==> config.mk <==
export PLATFORM = sky130hd
export DESIGN_NAME = program_loader
export DESIGN_NICKNAME = d
export VERILOG_FILES = /design/src/rtl/loader_pkg.sv /design/src/rtl/program_loader.sv
export SDC_FILE = /design/constraint.sdc
export NUM_CORES = 1
export LEC_CHECK = 0
export CAP_MARGIN = 5
export CORE_MARGIN = 5
export CORE_UTILIZATION = 45
export DETAILED_ROUTE_END_ITERATION = 10
export PLACE_DENSITY = 0.78
export SETUP_SLACK_MARGIN = 0.3
export SLEW_MARGIN = 10
export SYNTH_ARGS = -nofsm -noshare
export SYNTH_HDL_FRONTEND = slang
export SYNTH_SLANG_ARGS = --single-unit
==> constraint.sdc <==
create_clock -name clk -period 3.7 [get_ports clk]
set_input_delay 0.555 -clock clk [delete_from_list [all_inputs] [get_ports clk]]
set_output_delay 0.555 -clock clk [all_outputs]
set_load 0.03 [all_outputs]
==> src/rtl/loader_pkg.sv <==
// Shared types and default widths for the boot-time program loader.
package loader_pkg;

  localparam int ADDR_WIDTH_DEF = 8;
  localparam int DATA_WIDTH_DEF = 8;

  typedef enum logic [2:0] {
    ST_IDLE  = 3'd0,
    ST_LEN   = 3'd1,
    ST_DATA  = 3'd2,
    ST_CHECK = 3'd3,
    ST_RUN   = 3'd4
  } state_e;

  // States in which the loader consumes stream bytes.
  function automatic logic is_stream_state(input state_e s);
    return (s == ST_LEN) || (s == ST_DATA) || (s == ST_CHECK);
  endfunction

endpackage

==> src/rtl/program_loader.sv <==
// Framed (length, payload, checksum) byte-stream loader writing RAM from address 0,
// holding the CPU in reset until a frame verifies.
module program_loader
  import loader_pkg::*;
#(
  parameter int ADDR_WIDTH = ADDR_WIDTH_DEF,
  parameter int DATA_WIDTH = DATA_WIDTH_DEF
) (
  input  logic                  clk,
  input  logic                  reset,
  input  logic                  load,
  input  logic [DATA_WIDTH-1:0] in_data,
  input  logic                  in_valid,
  output logic                  in_ready,
  output logic [ADDR_WIDTH-1:0] mem_addr,
  output logic [DATA_WIDTH-1:0] mem_data,
  output logic                  mem_we,
  output logic                  cpu_reset,
  output logic                  done,
  output logic                  error
);

  localparam logic [ADDR_WIDTH-1:0] ADDR_ONE = {{(ADDR_WIDTH-1){1'b0}}, 1'b1};

  state_e                state_q, state_d;
  logic [ADDR_WIDTH-1:0] len_q, len_d;
  logic [ADDR_WIDTH-1:0] cnt_q, cnt_d;
  logic [DATA_WIDTH-1:0] sum_q, sum_d;
  logic                  in_ready_q, in_ready_d;
  logic [ADDR_WIDTH-1:0] mem_addr_q, mem_addr_d;
  logic [DATA_WIDTH-1:0] mem_data_q, mem_data_d;
  logic                  mem_we_q, mem_we_d;
  logic                  cpu_reset_q, cpu_reset_d;
  logic                  done_q, done_d;
  logic                  error_q, error_d;

  logic [ADDR_WIDTH-1:0] len_in;
  logic                  hs;

  // A length byte of 0 lands as len_q=0, so the last index len_q-1 wraps to
  // the top address and the frame covers the full address space.
  generate
    if (ADDR_WIDTH <= DATA_WIDTH) begin : g_len_trunc
      assign len_in = in_data[ADDR_WIDTH-1:0];
    end else begin : g_len_ext
      assign len_in = {{(ADDR_WIDTH-DATA_WIDTH){1'b0}}, in_data};
    end
  endgenerate

  assign hs = in_valid && in_ready_q;

  always_comb begin
    state_d     = state_q;
    len_d       = len_q;
    cnt_d       = cnt_q;
    sum_d       = sum_q;
    mem_we_d    = 1'b0;
    mem_addr_d  = mem_addr_q;
    mem_data_d  = mem_data_q;
    cpu_reset_d = cpu_reset_q;
    done_d      = done_q;
    error_d     = error_q;

    case (state_q)
      ST_IDLE: begin
        cpu_reset_d = 1'b1;
        if (load) begin
          state_d = ST_LEN;
          error_d = 1'b0;
          done_d  = 1'b0;
          sum_d   = '0;
          cnt_d   = '0;
        end
      end
      ST_LEN: begin
        if (hs) begin
          len_d   = len_in;
          state_d = ST_DATA;
        end
      end
      ST_DATA: begin
        if (hs) begin
          mem_we_d   = 1'b1;
          mem_addr_d = cnt_q;
          mem_data_d = in_data;
          sum_d      = sum_q + in_data;
          cnt_d      = cnt_q + ADDR_ONE;
          if (cnt_q == len_q - ADDR_ONE) state_d = ST_CHECK;
        end
      end
      ST_CHECK: begin
        if (hs) begin
          if (in_data == sum_q) begin
            state_d     = ST_RUN;
            done_d      = 1'b1;
            cpu_reset_d = 1'b0;
          end else begin
            state_d     = ST_IDLE;
            error_d     = 1'b1;
            cpu_reset_d = 1'b1;
          end
        end
      end
      ST_RUN: begin
        // Reload over a running program: put the CPU back in reset first.
        if (load) begin
          state_d     = ST_LEN;
          cpu_reset_d = 1'b1;
          done_d      = 1'b0;
          error_d     = 1'b0;
          sum_d       = '0;
          cnt_d       = '0;
        end
      end
      default: begin
        state_d     = ST_IDLE;
        cpu_reset_d = 1'b1;
      end
    endcase

    in_ready_d = is_stream_state(state_d);
  end

  always_ff @(posedge clk or posedge reset) begin
    if (reset) begin
      state_q     <= ST_IDLE;
      len_q       <= '0;
      cnt_q       <= '0;
      sum_q       <= '0;
      in_ready_q  <= 1'b0;
      mem_addr_q  <= '0;
      mem_data_q  <= '0;
      mem_we_q    <= 1'b0;
      cpu_reset_q <= 1'b1;
      done_q      <= 1'b0;
      error_q     <= 1'b0;
    end else begin
      state_q     <= state_d;
      len_q       <= len_d;
      cnt_q       <= cnt_d;
      sum_q       <= sum_d;
      in_ready_q  <= in_ready_d;
      mem_addr_q  <= mem_addr_d;
      mem_data_q  <= mem_data_d;
      mem_we_q    <= mem_we_d;
      cpu_reset_q <= cpu_reset_d;
      done_q      <= done_d;
      error_q     <= error_d;
    end
  end

  assign in_ready  = in_ready_q;
  assign mem_addr  = mem_addr_q;
  assign mem_data  = mem_data_q;
  assign mem_we    = mem_we_q;
  assign cpu_reset = cpu_reset_q;
  assign done      = done_q;
  assign error     = error_q;

endmodule

=== Word-level counts from Yosys, hierarchy flattened ===
Cells that the tools add are included.
Widths: inputs -> output; s select.

* Register bits after elaboration: 48
* Logic and storage cells: 69

* Eq/ne operators: 15
* Reduce and logical (&&, ||, !) cells: 14
* Multiplexer cells: 25
* $add $sub $neg: 3
* Bitwise logic cells: 1

{| class="wikitable"
|+ Operator list
! kind !! number
|-
| $pmux 8 s2 || 2
|-
| $mux 8 || 3
|-
| $mux 3 || 6
|-
| $eq 8x8->1 || 2
|-
| $eq 3x2->1 const B || 4
|-
| $pmux 3 s4 || 1
|-
| $mux 1 || 10
|-
| $ne 2x2->1 const B || 5
|-
| $add 8x1->8 const B || 1
|-
| $add 8x8->8 || 1
|-
| $reduce_and 4->1 || 2
|-
| $sub 8x1->8 const B || 1
|-
| $eq 3x1->1 const B || 2
|-
| $reduce_and 3->1 || 2
|-
| $pmux 1 s2 || 2
|-
| $reduce_and 2->1 || 2
|-
| $reduce_bool 2->1 || 2
|-
| $reduce_or 2->1 || 2
|-
| $eq 3x3->1 const B || 1
|-
| $logic_not 3->1 || 1
|-
| $pmux 1 s3 || 1
|-
| $logic_or 1x1->1 || 2
|-
| $ne 2x1->1 const B || 1
|-
| $logic_and 1x1->1 || 1
|-
| $not 1->1 || 1
|}

=== Depth between registers and ports, before layout ===
Gate-level depths: netlist of the first run.

* Depth after elaboration: 8
* Mapped depth: 7
* Mapped depth without buffers: 7

=== Worst setup path before layout of the first run ===
No wires, ideal clock.

* Path kind: input to register
* Start point: input in_data[0]
* End point: register sum_q[6]
* Data required time: 3.572 ns
* Slack: 1.758 ns
* Path buffers: 0
* Arrival: 1.814 ns
* Cell stages on the path: 7
* Cell sequence: ha_1 > fa_1 > a21o_1 > a21oi_1 > o21bai_1 > mux2i_1 > nand3_1

* Longest elaborated chain between the ends: 3

{| class="wikitable"
|+ RTL lines
! item !! line !! text
|-
| from (decl) || program_loader.sv:12 || <nowiki>input logic [DATA_WIDTH-1:0] in_data,</nowiki>
|-
| $add 8x8->8 || program_loader.sv:86 || <nowiki>sum_d = sum_q + in_data;</nowiki>
|-
| $mux 8 || program_loader.sv:82 || <nowiki>if (hs) begin</nowiki>
|-
| $pmux 8 s2 || program_loader.sv:64 || <nowiki>case (state_q)</nowiki>
|-
| to (signal assigned) || program_loader.sv:141 || <nowiki>sum_q <= sum_d;</nowiki>
|-
| to (decl) || program_loader.sv:28 || <nowiki>logic [DATA_WIDTH-1:0] sum_q, sum_d;</nowiki>
|}

No other way between the ends. The select of a mux whose other input is x is not followed.
A chain may end at the register's enable or synchronous reset.

=== Worst setup path after layout of the first run ===
* Start point: input in_valid
* End point: register state_q[0]

* Longest elaborated chain between the ends: 3
* Elaborated cells between the ends (all ways): 5

{| class="wikitable"
|+ RTL lines
! item !! line !! text
|-
| from (decl) || program_loader.sv:13 || <nowiki>input logic in_valid,</nowiki>
|-
| $logic_and 1x1->1 * || program_loader.sv:50 || <nowiki>assign hs = in_valid && in_ready_q;</nowiki>
|-
| $mux 3 (on tied branches) || program_loader.sv:92, program_loader.sv:82, program_loader.sv:76 ||
|-
| $pmux 3 s4 * || program_loader.sv:64 ||
|-
| net state_d[0] || program_loader.sv:25 || <nowiki>state_e state_q, state_d;</nowiki>
|-
| to (signal assigned) || program_loader.sv:138 || <nowiki>state_q <= state_d;</nowiki>
|-
| to (decl) || program_loader.sv:25 ||
|}

Mark *: on every way through the listed nets, which the timed path passes. The rest lies on a longest branch.

==> results.md, run 1 <==
- Status: finished clean
- WP data arrival: 2600 ps
- Post-synth EDFFs: 0
- WL/cell: 13.9 um
- Placed cell area: 2890 um2
- Slowest stage delay, CP: 560 ps
- Area occupied by multi-input gates: 1240 um2
- Gate Count Post-Synth: 271
- Syn. warnings: 0
- Area grow syn2layout: 18.6%
- CTS Buf Count: 5
- Share of cells above drive strength 1: 6.33%
- CP max FO: 39
- Hold Crit Class: flip-flop to flip-flop
- Hold buffer count at cts: 0
- Sequential-to-total area share from yosys stat: 47.6%
- Via count: 1947
- Total track usage: 15.4%
- # IOs: 33
- Yosys cell types: 42
- Die Area: 7220 um2
- Cell family with most CP delay: buffers and inverters
- Slew @ Worst Pin: 964 ps
- Power Dens Cells: 763 nW/um2
- Leak pwr: 1.37 nW
- Setup CP Type: primary input to flip-flop
- Worst path bufs/invs: 2
- Placer congestion estimate: 0.818
- Number of I/O port buffers: 32
- Setup violations, final: 0
- Fin. Hold Viols: 0
- Ant diodes: 0
- Post-Syn Nets: 293
- Hold slack: 479 ps
- Clk_skew: 4.59 ps
- Synthesized flop and latch total: 48
- Max VDD drop: 0.000333 V
- CTS sink count: 48
- Drt via density: 5.23
- Nets@finish: 321
- Drt initial violations: 117
- Root buffer cell: clkbuf_8
- Synthesized cell area: 2530 um2
- Row cnt: 27
- Tot Pwr: 0.00229 W
- # DRC: 0
- Initial antenna violation count: 0
- RSZ-0062 raised after global routing: no
- Crit path capture type: flip-flop
- Max Cap Viol: 0
- Highest Clock Rate: 0.421 GHz
- Clock buffer depth: 2
- Final Cycle Share: 64.2%
- First-pass GRT wire length: 9.00 mm
- Fin Setup TNS: 0 ps
- Asr flop ratio synth: 100%
- Worst slew margin: 35.6%
- Worst-path clk slew: 80 ps
- CP max stage cell: clkdlybuf4s50_1
- DIE WIDTH: 84.9 um
- Later-pin clock latency in the skew report: 300 ps
- Largest net degree at the start of global routing: 49
- HPWL Detailed: 3.81 mm
- Core region area: 5470 um2
- H-tree Lvls: 2
- Worst Path Required: 3930 ps
- Starting density of the core: 46.2%
- Finished layout cell area: 3000 um2
- Register Area: 1200 um2
- Number of global-route vias before repair: 1963
- Buffer count from post-CTS setup fixing: 0
- Max-slew violations: 0
- Dominant synthesized flop cell: dfrtp_1
- Fill cells: 505
- Die Y: 84.9 um
- Mean Syn Cell Area: 9.33 um2
- 1st-pass router iterations: 4
- Post-CTS Resized: 0
- CTS tree: done
- Routed Antenna Nets: 0
- Congestion Overflow GR: 0
- Final wirelength: 5.17 mm
- Cells along the critical path: clkdlybuf4s50_1, nand3_1, or3_4, clkinv_4, o2111ai_1, a2111o_1, o21ai_1
- CP startpoint kind: primary input
- Layout Utilization: 54.8%
- Final min period: 2380 ps
## cells in the mapped netlist (4+ instances only)
master | instances | area share, %
clkbuf_1 | 8 | 1.2
nand3_1 | 15 | 3.0
mux2i_1 | 4 | 1.6
a21oi_1 | 7 | 1.4
dfrtp_1 | 47 | 47
ha_1 | 9 | 4.5
inv_1 | 6 | 0.89
nor3b_1 | 4 | 1.2
xor2_1 | 9 | 3.1
xnor2_1 | 14 | 4.9
o21ai_0 | 13 | 2.6
nor3_1 | 5 | 0.99
nor2_1 | 18 | 2.7
nand2_1 | 67 | 10
mux2_2 | 5 | 2.2
## flip-flops by register name, summed over array words and instances, names as in the netlist, 3 cells and up
name and cells:
mem_addr 8, len_q 8, mem_data 8, state_q 3, cnt_q 8, sum_q 8
## where the power goes
part / leakage (nW) / switching (W) / internal, W / total [W]
combinational: 0.692 / 0.000608 / 0.000455 / 0.00106
clock: 0.0552 / 0.000170 / 0.000201 / 0.000370
sequential: 0.622 / 0.000151 / 0.000703 / 0.000854
total: 1.37 / 0.000930 / 0.00136 / 0.00229
## final cells by class
cell class,count,share of cell area [%]
inverter,7,1.04
multi-input combinational,204,41.3
clock inverter,2,1.17
clock buffer,6,2.42
tap,72,3.01
timing repair buffer,33,10.9
sequential,48,40.1
## stage by stage
stage	worst slack, ps	cells
floorplan	1760	271
global placement	1100	364
detailed placement	1040	364
CTS	1340	372
global route	1220	372
finish	1320	372
## cells in the final DEF (no fill, tap or decap), types with 2 or more instances in the layout
cell type	instances
mux2i_1	4
nand4_1	2
a31oi_1	3
clkdlybuf4s50_1	32
o21bai_1	2
nor2b_1	2
nor4_1	3
nor2_1	18
a21oi_1	7
ha_1	9
nand2_1	67
xor2_1	9
a211oi_1	2
clkbuf_8	5
o211ai_1	2
mux2_2	5
inv_1	5
dfrtp_1	47
nand3_1	15
nor3_1	5
xnor2_1	14
a21o_1	2
nor3b_1	4
and4_1	2
o21ai_0	13
## final timing paths
| check | startpoint | endpoint | slack, ps | cells past startpoint |
|---|---|---|---|---|
| max | in_valid | state_q[0] | 1320 | 7 |
| min | mem_data[6] | mem_data[6] | 480 | 2 |
| max reg2reg | in_ready | state_q[0] | 1710 | 6 |
| min reg2reg | mem_data[6] | mem_data[6] | 480 | 2 |
| max in group asynchronous | reset | cnt_q[4] | 2310 | 2 |
| min in group asynchronous | reset | done | 800 | 2 |
## worst register-to-register path, stage by stage, from the launching register on
cell       delay, ps
dfrtp_1          440
nand3_1          130
or3_4            530
clkinv_4         270
o2111ai_1        140
a2111o_1         300
o21ai_1          110
## routing by layer
metal	track usage (%)	vias to the layer above	wire length (um)
li1	-	974	-
met1	19.5	939	2390
met2	25.8	27	2540
met3	4.27	7	165
met4	3.88	0	68
met5	0	-	0
## cells by family after synthesis
kind of cell,count (synthesis),synth area share [%]
buffers and inverters,19,3.47
adder cells (fa/ha/maj),10,5.25
flip-flops,48,47.6
XOR/XNOR,23,7.97
AND/OR/NAND/NOR,124,22.3
AO/OA/AOI/OAI,38,9.60
multiplexers,9,3.81
(Power assumes the default switching activity.)
==> inputs of run 2 (changes only) <==
==> constraint.sdc (replaced) <==
create_clock -name clk -period 2.2 [get_ports clk]
set_input_delay 0.33 -clock clk [delete_from_list [all_inputs] [get_ports clk]]
set_output_delay 0.33 -clock clk [all_outputs]
set_load 0.03 [all_outputs]
==> run 2 against run 1 <==
  * Global-route usage increased by 0.73 points
  * Worst hold slack got worse by 130 ps
  * First-iteration DRC count increased by 6.0%
  * Critical path depth decreased by 6
  * Sequential power increased by 70%
  * Register-to-register slack got worse by 1300 ps
  * Worst setup slack got worse by 960 ps
  * Final area increased by 5.2%
  * Non-clock buffer count increased by 15
  * Sequential share of layout area decreased by 2.0 points
  * Critical endpoint is now cpu_reset
==> results.md, run 2 (synthesis results as in run 1) <==
- Status: finished clean
- First-pass GRT wire length: 9.47 mm
- Setup violations, final: 0
- Worst slew margin: 69.9%
- Fin. Hold Viols: 0
- Max VDD drop: 0.000619 V
- Max-slew violations: 0
- Crit Reg-Reg Endpoint: sum_q[7]
- Leak pwr: 1.45 nW
- Worst path bufs/invs: 1
- Drt initial violations: 124
- Number of I/O port buffers: 32
- Routed Antenna Nets: 0
- Total track usage: 16.1%
- Row cnt: 27
- Fin Setup TNS: 0 ps
- Reg2Reg Launch Point: in_ready
- CP max stage cell: clkdlybuf4s50_1
- Hold buffer count at cts: 0
- HPWL Detailed: 4.07 mm
- Nets@finish: 336
- Final Cycle Share: 83.3%
- WL/cell: 14.2 um
- Max Cap Viol: 0
- RSZ-0062 raised after global routing: no
- Launch point of the worst path: cpu_reset
- Number of global-route vias before repair: 1939
- Via count: 2077
- R2r worst-path depth: 6
- CTS sink count: 48
- Core region area: 5470 um2
- Initial antenna violation count: 0
- # IOs: 33
- Crit path capture type: primary output
- Final min period: 1830 ps
- WP data arrival: 1500 ps
- Clock buffer depth: 2
- # DRC: 0
- Ant diodes: 0
- Clk_skew: 7.75 ps
- 1st-pass router iterations: 4
- Slowest stage delay, CP: 660 ps
- Most frequent cells in the layout: nand2_1 (67), dfrtp_1 (47), clkdlybuf4s50_1 (31)
- DIE WIDTH: 84.9 um
- CP max FO: 2
- Final wirelength: 5.49 mm
- Die Area: 7220 um2
- Cell family with most CP delay: buffers and inverters
- Placer congestion estimate: 0.872
- Later-pin clock latency in the skew report: 310 ps
- DP Worst Slack: -68.2 ps
- CTS tree: done
- Most common cell after layout, fill and taps aside: nand2_1
- CTS Buf Count: 5
- Starting density of the core: 46.2%
- Fill cells: 478
- Area grow syn2layout: 24.8%
- Power Dens Cells: 1270 nW/um2
- WP depth: 1
- Highest Clock Rate: 0.546 GHz
- Setup slack, reg-to-reg: 410 ps
- Share of cells above drive strength 1: 13.0%
- Root buffer cell: clkbuf_8
- Tot Pwr: 0.00400 W
- Slew @ Worst Pin: 450 ps
- Die Y: 84.9 um
- Hold Crit Class: primary input to asynchronous set/reset pin
- Worst-path clk slew: 100 ps
- Congestion Overflow GR: 0
- Buffer count from post-CTS setup fixing: 0
- Cells along the critical path: clkdlybuf4s50_1
- Largest net degree at the start of global routing: 31
- Drt via density: 5.37
- H-tree Lvls: 2
- Worst Path Required: 1870 ps
- CP startpoint kind: flip-flop
- Setup CP Type: flip-flop to primary output
- Final worst slack: 368 ps
-- run 2: cell types whose count changed in the layout (fill, tap and decap cells not counted), sizes merged --
| cell | change |
|---|---|
| buf | +15 |
| clkbuf | -1 |
| clkdlybuf4s50 | -1 |
| clkinv | -1 |
| clkinvlp | +1 |
| dlymetal6s2s | +1 |
| inv | +1 |
-- run 2: how the worst max path moves through the flow --
stage | endpoint
after floorplan | sum_q[6]
after global placement | sum_q[6]
after detailed placement | state_q[2]
after CTS | state_q[2]
after global routing | sum_q[6]
final | cpu_reset
-- run 2: final cells by class --
| type | instances | area [um2] | area share [%] |
|---|---|---|---|
| flip-flops and latches | 48 | 1200 | 38.1 |
| repair buffers | 48 | 455 | 14.4 |
| clock inverters | 3 | 46.3 | 1.47 |
| clock buffers | 5 | 68.8 | 2.18 |
| multi-input cells | 204 | 1260 | 39.9 |
| well taps | 72 | 90.1 | 2.86 |
| inverters | 7 | 31.3 | 0.992 |
-- run 2: through the flow --
| step | area [um2] | util [%] | hold slack (ps) | instances |
|---|---|---|---|---|
| detailed placement | 3010 | 55.1 | 462 | 379 |
| global route | 3150 | 57.6 | 389 | 387 |
| floorplan | 2530 | - | 435 | 271 |
| CTS | 3150 | 57.5 | 372 | 387 |
| global placement | 3010 | 55.1 | 461 | 379 |
| finish | 3150 | 57.6 | 350 | 387 |
-- run 2: power breakdown --
group | total [W] | leakage [nW] | switching (W) | internal (W)
Sequential | 0.00145 | 0.622 | 0.000265 | 0.00118
Clock | 0.000654 | 0.0548 | 0.000312 | 0.000343
Combinational | 0.00190 | 0.778 | 0.00105 | 0.000845
Total | 0.00400 | 1.45 | 0.00163 | 0.00237
-- run 2: per-layer routing --
layer / vias to the layer above / routed length [um] / GRT usage, %
met5: - / 0 / 0
met4: 0 / 108 / 5.47
met3: 10 / 201 / 2.72
met2: 40 / 2680 / 26.8
met1: 1020 / 2500 / 21.3
li1: 1007 / - / -
-- run 2: timing repair --
item,in CTS,in global routing
pin swaps,1,1
gates cloned,0,0
setup endpoints to repair,4,5
gates resized for setup,4,4
==> inputs of run 3 (changes only) <==
==> constraint.sdc (replaced) <==
create_clock -name clk -period 1.8 [get_ports clk]
set_input_delay 0.27 -clock clk [delete_from_list [all_inputs] [get_ports clk]]
set_output_delay 0.27 -clock clk [all_outputs]
set_load 0.03 [all_outputs]
==> run 3 against run 2 <==
  * Via count is 12% higher
  * Clock-buffer cell count is 1 higher
  * Sequential power is 23% higher
  * Largest cell class unchanged
  * Largest power group unchanged
==> results.md, run 3 (synthesis results as in run 1) <==
- Status: finished clean
- First-pass GRT wire length: 10.8 mm
- Hold buffer count at cts: 0
- RSZ-0062 raised after global routing: yes
- Max Cap Viol: 0
- Highest Clock Rate: 0.566 GHz
- # DRC: 0
- Total track usage: 18.4%
- H-tree Lvls: 2
- Core region area: 5470 um2
- DP Worst Slack: -383 ps
- CTS Buf Count: 5
- Fill cells: 424
- Leak pwr: 1.77 nW
- Area grow syn2layout: 43.9%
- Drt via density: 5.47
- Setup CP Type: flip-flop to flip-flop
- Slew @ Worst Pin: 308 ps
- 1st-pass router iterations: 4
- Setup violations, final: 0
- Initial antenna violation count: 0
- Fin. Hold Viols: 0
- Most frequent cells in the layout: nand2_1 (51), dfrtp_1 (43), buf_4 (43)
- Power Dens Cells: 1600 nW/um2
- Share of cells above drive strength 1: 34.1%
- Congestion Overflow GR: 0
- WP data arrival: 1990 ps
- Reg2Reg Launch Point: sum_q[1]
- Most common cell after layout, fill and taps aside: nand2_1
- Fin Setup TNS: 0 ps
- Final min period: 1770 ps
- Die Y: 84.9 um
- Max-slew violations: 0
- Final worst slack: 34.4 ps
- Drt initial violations: 191
- # IOs: 33
- Tot Pwr: 0.00581 W
- WL/cell: 15.9 um
- Placer congestion estimate: 0.870
- Later-pin clock latency in the skew report: 310 ps
- Routed Antenna Nets: 0
- Crit path capture type: flip-flop
- Clk_skew: 13.1 ps
- Worst Path Required: 2030 ps
- Nets@finish: 373
- Final Cycle Share: 98.1%
- CP max FO: 4
- Worst-path clk slew: 100 ps
- Worst slew margin: 79.4%
- CP startpoint kind: flip-flop
- Row cnt: 27
- Number of I/O port buffers: 32
- Number of global-route vias before repair: 2346
- Clock buffer depth: 2
- Largest net degree at the start of global routing: 49
- DIE WIDTH: 84.9 um
- HPWL Detailed: 4.15 mm
- Crit Reg-Reg Endpoint: state_q[2]
- Max VDD drop: 0.000926 V
- Starting density of the core: 46.2%
- Ant diodes: 0
- Die Area: 7220 um2
- Via count: 2321
- Placed cell area: 3190 um2
- Final wirelength: 6.76 mm
- R2r worst-path depth: 7
- CTS sink count: 48
- Setup slack, reg-to-reg: 30 ps
- Hold Crit Class: primary input to asynchronous set/reset pin
- Finished layout cell area: 3640 um2
- CTS tree: done
- Layout Utilization: 66.4%
- Root buffer cell: clkbuf_8
## run 3: cell types whose count changed in the layout (fill, tap and decap cells not counted), sizes merged
cell,change
buf,+37
clkbuf,+3
clkdlybuf4s50,-25
clkinv,+1
clkinvlp,-1
dlygate4sd2,+24
dlymetal6s2s,-1
inv,-1
## run 3: where the power goes
group	switching (W)	internal (W)
combinational	0.00168	0.00155
clock	0.000367	0.000413
sequential	0.000343	0.00145
total	0.00239	0.00341
## run 3: metrics by stage
step | instances | hold slack [ps]
2_1_floorplan | 271 | 375
3_3_place_gp | 397 | 459
3_5_place_dp | 397 | 462
4_1_cts | 416 | 324
5_1_grt | 424 | 349
6_report | 424 | 305
## run 3: timing repair
item / in CTS / in global routing
pin swaps: 15 / 28
hold endpoints to repair: 0 / 0
buffers inserted: 11 / 8
gates resized for setup: 42 / 53
endpoints found under the setup margin: 38 / 36
## run 3: worst max-delay path by stage
stage,startpoint,endpoint,slack (ps),cells past startpoint
after floorplan,sum_q[0],sum_q[6],180,7
after global placement,in_data[6],state_q[2],-360,7
after detailed placement,in_data[6],state_q[2],-380,7
after CTS,sum_q[0],sum_q[6],120,7
after global routing,in_data[5],sum_q[7],-6,7
final,sum_q[1],state_q[2],30,7
## run 3: area by class of cell
cell class	count	area [um2]	share of cell area [%]
clock buffer	6	72.6	2.00
clock inverter	2	35.0	0.964
inverter	7	31.3	0.860
multi-input combinational	204	1480	40.6
sequential	48	1210	33.2
tap	72	90.1	2.48
timing repair buffer	85	724	19.9
## run 3: worst max-delay path, stage by stage (launching register included)
cell     delay (ps)
dfrtp_2         460
ha_4            250
buf_4           150
nor4_4          270
buf_4           140
and4_4          230
a31oi_1          80
nor2_1          100
## run 3: routing by layer
metal  track usage (%)  share of wire (%)  wire (um)
met2              31.2                 51       3470
met3              3.88                3.9        264
met4              6.76                2.2        152
met5                 0                  0          0
met1              22.9                 42       2870
